`src/rtl/bmp_pixel_packer.sv`:
```
// BMP byte stream to 24-bit pixel packer: strips the file header and the row padding,
// then packs three bytes per pixel into the downstream pixel FIFO.
module bmp_pixel_packer #(
  parameter int HEADER_BYTES = 54,
  parameter int WIDTH        = 720,
  parameter int HEIGHT       = 540
) (
  input  logic        clock,
  input  logic        reset,
  input  logic [7:0]  in_dout,
  input  logic        in_empty,
  output logic        in_rd_en,
  output logic [23:0] out_din,
  input  logic        out_full,
  output logic        out_wr_en,
  output logic        frame_done
);
  localparam int ROW_PAD = (4 - (WIDTH * 3) % 4) % 4;
  localparam int HW = (HEADER_BYTES > 1) ? $clog2(HEADER_BYTES) : 1;
  localparam int CW = (WIDTH > 1) ? $clog2(WIDTH) : 1;
  localparam int RW = (HEIGHT > 1) ? $clog2(HEIGHT) : 1;
  localparam int PW = (ROW_PAD > 1) ? $clog2(ROW_PAD) : 1;
  localparam logic [HW-1:0] HDR_LAST = HW'(HEADER_BYTES - 1);
  localparam logic [CW-1:0] COL_LAST = CW'(WIDTH - 1);
  localparam logic [RW-1:0] ROW_LAST = RW'(HEIGHT - 1);
  localparam logic [PW-1:0] PAD_LAST = PW'((ROW_PAD > 0) ? ROW_PAD - 1 : 0);

  typedef enum logic [1:0] {S_HDR, S_PIX, S_PAD} state_t;

  state_t        state, state_nx;
  logic [HW-1:0] hdr_cnt;
  logic [CW-1:0] col;
  logic [RW-1:0] row;
  logic [PW-1:0] pad_cnt;
  logic [1:0]    byte_idx;
  logic [15:0]   asm_reg;
  logic          pix_valid, last_pend, pop_ok;
  logic          pix_done, row_end, last_row, hdr_end, pad_end;

  assign last_row = (row == ROW_LAST);
  assign hdr_end  = in_rd_en && state == S_HDR && hdr_cnt == HDR_LAST;
  assign pix_done = in_rd_en && state == S_PIX && byte_idx == 2'd2;
  assign row_end  = pix_done && col == COL_LAST;
  assign pad_end  = in_rd_en && state == S_PAD && pad_cnt == PAD_LAST;

  always_ff @(posedge clock or negedge reset)
    if (!reset) state <= S_HDR;
    else        state <= state_nx;

  always_comb begin
    state_nx = state;
    case (state)
      S_HDR: if (hdr_end) state_nx = S_PIX;
      S_PIX: if (row_end) begin
        if (ROW_PAD > 0)   state_nx = S_PAD;
        else if (last_row) state_nx = S_HDR;
      end
      S_PAD: if (pad_end) state_nx = last_row ? S_HDR : S_PIX;
      default: state_nx = S_HDR;
    endcase
  end

  // Bytes 0 and 1 go to asm_reg, so only the completing byte has to wait for the held pixel.
  always_comb begin
    out_wr_en = pix_valid && !out_full;
    pop_ok    = 1'b0;
    case (state)
      S_HDR, S_PAD: pop_ok = 1'b1;
      S_PIX:        pop_ok = (byte_idx != 2'd2) || !pix_valid || out_wr_en;
      default:      pop_ok = 1'b0;
    endcase
    in_rd_en = reset && !in_empty && pop_ok;
  end

  always_ff @(posedge clock or negedge reset) begin
    if (!reset) begin
      hdr_cnt  <= '0;
      col      <= '0;
      row      <= '0;
      pad_cnt  <= '0;
      byte_idx <= '0;
      asm_reg  <= '0;
      out_din  <= '0;
    end else if (in_rd_en) begin
      case (state)
        S_HDR: hdr_cnt <= hdr_end ? '0 : hdr_cnt + HW'(1);
        S_PIX: begin
          case (byte_idx)
            2'd0:    begin asm_reg[7:0]  <= in_dout; byte_idx <= 2'd1; end
            2'd1:    begin asm_reg[15:8] <= in_dout; byte_idx <= 2'd2; end
            default: begin
              out_din  <= {in_dout, asm_reg};
              byte_idx <= 2'd0;
              if (col == COL_LAST) begin
                col <= '0;
                if (ROW_PAD == 0) row <= last_row ? '0 : row + RW'(1);
              end else begin
                col <= col + CW'(1);
              end
            end
          endcase
        end
        // With padding the row index advances once the pad is consumed, keeping it in range.
        S_PAD: begin
          if (pad_end) begin
            pad_cnt <= '0;
            row     <= last_row ? '0 : row + RW'(1);
          end else begin
            pad_cnt <= pad_cnt + PW'(1);
          end
        end
        default: ;
      endcase
    end
  end

  always_ff @(posedge clock or negedge reset) begin
    if (!reset) begin
      pix_valid  <= 1'b0;
      last_pend  <= 1'b0;
      frame_done <= 1'b0;
    end else begin
      if (pix_done)       pix_valid <= 1'b1;
      else if (out_wr_en) pix_valid <= 1'b0;
      if (row_end && last_row) last_pend <= 1'b1;
      else if (out_wr_en)      last_pend <= 1'b0;
      frame_done <= out_wr_en && last_pend;
    end
  end
endmodule

```
`config.mk`:
```
export PLATFORM = sky130hd
export DESIGN_NAME = bmp_pixel_packer
export DESIGN_NICKNAME = d
export VERILOG_FILES = /design/src/rtl/bmp_pixel_packer.sv
export SDC_FILE = /design/constraint.sdc
export NUM_CORES = 1
export LEC_CHECK = 0
export CAP_MARGIN = 0
export CORE_MARGIN = 3
export CORE_UTILIZATION = 55
export DETAILED_ROUTE_END_ITERATION = 8
export PLACE_DENSITY = 0.83
export SLEW_MARGIN = 10
export SYNTH_ARGS = -nofsm -noshare
export SYNTH_HDL_FRONTEND = slang
export SYNTH_SLANG_ARGS = --single-unit
```
`constraint.sdc`:
```
create_clock -name clock -period 2.6 [get_ports clock]
set_clock_uncertainty 0.05 [all_clocks]
set_input_delay 0.39 -clock clock [delete_from_list [all_inputs] [get_ports clock]]
set_output_delay 0.39 -clock clock [all_outputs]
set_load 0.01 [all_outputs]
```
==> run_results.csv <==
group,metric,value,unit
run_status,outcome,"completed",
clock_tree,cts-root-buf,"clkbuf_8",
cells_and_area,antenna_cells,0,
routing,dr.pass1.iters,4,
critical_path,end_kind,"primary output",
clock_tree,clk_latency,0.36,ns
timing,fin_tns_setup,0,ns
timing,relSlewSlack,48.2,%
clock_tree,cts_hold_buf,1,
critical_path,reg2reg_to,"row[4]$_DFFE_PN0P_",
power_and_ir_drop,p_per_area,870,nW/um^2
timing,slew_violations,0,
timing,fmax,417,MHz
placed_design,dp.cells,414,
clock_tree,htreeDepth,3,
power_and_ir_drop,p_leak,1.85,nW
cells_and_area,final_nets,370,
critical_path,worst-r2r-cell-count,5,
clock_tree,cts.sinks,72,
placed_design,io_buffers,38,
placed_design,gp_congestion,0.872,
clock_tree,clk_pin_slew,0.08,ns
global_route,grt_overflow_total,0,
cells_and_area,largest_register_ffs,24,
yosys,async_flop_share,100,%
timing,rsz0062_at_grt,"false",
routing,drc,0,
routing,avgViaCountPerCell,5.46,
cells_and_area,final_util,69.6,%
worst_hold_path,worstHoldPathType,"primary input to async pin",
critical_path,reg2reg_slack,0.58,ns
timing,tightestPinTransition,0.776,ns
floorplanning,die_h,82.2,microns
timing,holdWs,0.391,ns
timing,period_needed,2.40,ns
placed_design,post_dp_cell_area,3680,sq um
global_route,grt_pass1_vias,2386,
yosys,ys_types,47,
cells_and_area,layout-drive-gt1-share,13.9,%
clock_tree,cts_tree,"yes",
routing,post_drt_wl_per_cell,15.6,microns
power_and_ir_drop,combPwrFrac,25.2,%
yosys,synthTopCellsByArea,"dfrtp_1 (56%), nand2_1 (10%), mux2_2 (5.6%), xnor2_1 (2.5%), ha_1 (1.6%)",
clock_tree,cts_made_buffers,9,
global_route,grt_use_met3,5.86,%
timing,worst_slack,0.204,ns
yosys,synth-edff-count,0,
routing,ant_nets,0,
cells_and_area,area_delta_synth_final,21.4,%
power_and_ir_drop,pwr-share-seq,49.7,%
yosys,ys_warn_count,0,
placed_design,dp_slack,0.121,ns
clock_tree,cts_setup_buffers,0,
routing,drt_wl_total,6730,microns
yosys,synth-seq-cells,72,
critical_path,worst_ep_arrival_time,1.96,ns
timing,final-hold-violation-count,0,
clock_tree,cts_max_path_buffers,2,
global_route,met2_usage,35.1,%
yosys,synth_area_per_cell,10.5,sq um
power_and_ir_drop,intPower,2.30,mW
cells_and_area,num-fill-cells,426,
routing,drt_iter0_drc,129,
job,cap_violations,0,
floorplanning,rows,27,
floorplanning,start_util,57.3,%
power_and_ir_drop,peakVddDrop,0.605,mV
timing,post-route-period-util,92.2,%
critical_path,cp_max_fo,16,
global_route,use_met1,29.4,%
yosys,yosysTopAreaCell,"dfrtp_1",
cells_and_area,stdcell_count,431,
global_route,grt_use_total,22.5,%
yosys,synthesis.area,3190,sq um
yosys,seq_area_frac_synth,56.4,%
floorplanning,io_pins,39,
timing,setup_viol,0,
critical_path,crit_type,"primary input to primary output",
yosys,yosys.cell_count.top_type,"nand2_1",
power_and_ir_drop,power.total,3.37,mW
yosys,synth_top_area_share,56.4,%
clock_tree,cts_resized,0,
global_route,antenna_found_initial,0,
critical_path,cp-start-kind,"primary input",
yosys,synth_flop_cell,"dfrtp_1",
critical_path,r2r-start,"col[0]$_DFFE_PN0P_",
global_route,grt_busiest_layer,"met2",
power_and_ir_drop,p_switching,1.07,mW
floorplanning,die_area,6760,sq um
global_route,grt_max_degree,63,
critical_path,required,2.16,ns
yosys,synthCells,304,
yosys,synthTopCellsByCount,"nand2_1 (87), dfrtp_1 (72), mux2_2 (16), nor2_1 (10)",
yosys,synth_nets,320,
placed_design,hpwl,4580,microns
routing,vias,2352,
floorplanning,dieWidth,82.2,microns
power_and_ir_drop,p_clk_share,25.1,%
floorplanning,fp.coreArea,5570,sq um
power_and_ir_drop,swShare,31.8,%
cells_and_area,stdcell_area,3880,sq um
global_route,grt_pass1_wl,11400,microns
layout by cell type (no fill, tap or decap), types with 3 or more instances in the layout:
cell type        synthesis  final
dfrtp_1                 72     72
nor3_1                   7      7
and4_1                   3      3
clkbuf_8                 0      9
nand4_1                  4      4
o21ai_0                  9      9
nor2_1                  10     10
clkdlybuf4s50_1          0     37
ha_1                     4      4
nor4_1                   6      6
o31ai_1                  4      4
a21oi_1                  4      4
nand2b_1                 3      3
buf_4                    0     11
inv_1                    8      8
mux2_2                  16     16
or3_1                    3      3
xor2_1                   5      5
nand2_1                 87     87
inv_6                    0      3
and3_1                   3      3
a21o_1                   4      4
nand3_1                  5      5
xnor2_1                  9      9
critical path, cell delays in order:
cell and delay, ns:
dlygate4sd3_1 0.54, buf_4 0.23, nand2b_1 0.08, a41oi_1 0.16, clkdlybuf4s50_1 0.56
layout make-up:
type / count / area [sq um] / share of cell area, %
flip-flops and latches: 72 / 1800 / 46.5
multi-input cells: 214 / 1310 / 33.7
repair buffers: 49 / 463 / 11.9
clock buffers: 9 / 124 / 3.19
well taps: 72 / 90.1 / 2.32
clock inverters: 7 / 61.3 / 1.58
inverters: 8 / 30.0 / 0.774
cells by family after synthesis:
logic type,share of synthesized area (%)
muxes,5.64
and+or+nand+nor,24.3
xor gates and xnor gates,3.84
buffers and inverters,2.63
DFF,56.4
adders and majority gates,1.57
AOI/OAI and AO/OA,5.56
layer usage:
metal	wire [microns]	vias to the layer above
met5	0	-
met4	123	0
met3	314	11
met2	3330	43
met1	2960	1155
li1	-	1143
power by group through the flow:
stage	Sequential (mW)	Clock, mW	Combinational, mW
after floorplan	1.72	0	0.365
after global placement	1.68	0	0.810
after detailed placement	1.69	0	0.852
after CTS	1.68	0.847	0.864
after global routing	1.73	0.896	0.951
final	1.68	0.846	0.849
worst max path at each step:
stage	depth (start not counted)	endpoint	slack (ns)	start
final	5	in_rd_en	0.20	reset
after global routing	5	in_rd_en	0.12	reset
after CTS	5	in_rd_en	0.18	reset
after detailed placement	5	row[4]$_DFFE_PN0P_	0.12	in_empty
after global placement	5	row[4]$_DFFE_PN0P_	0.16	in_empty
after floorplan	5	row[4]$_DFFE_PN0P_	0.76	byte_idx[0]$_DFFE_PN0N_
(Power assumes the default switching activity.)
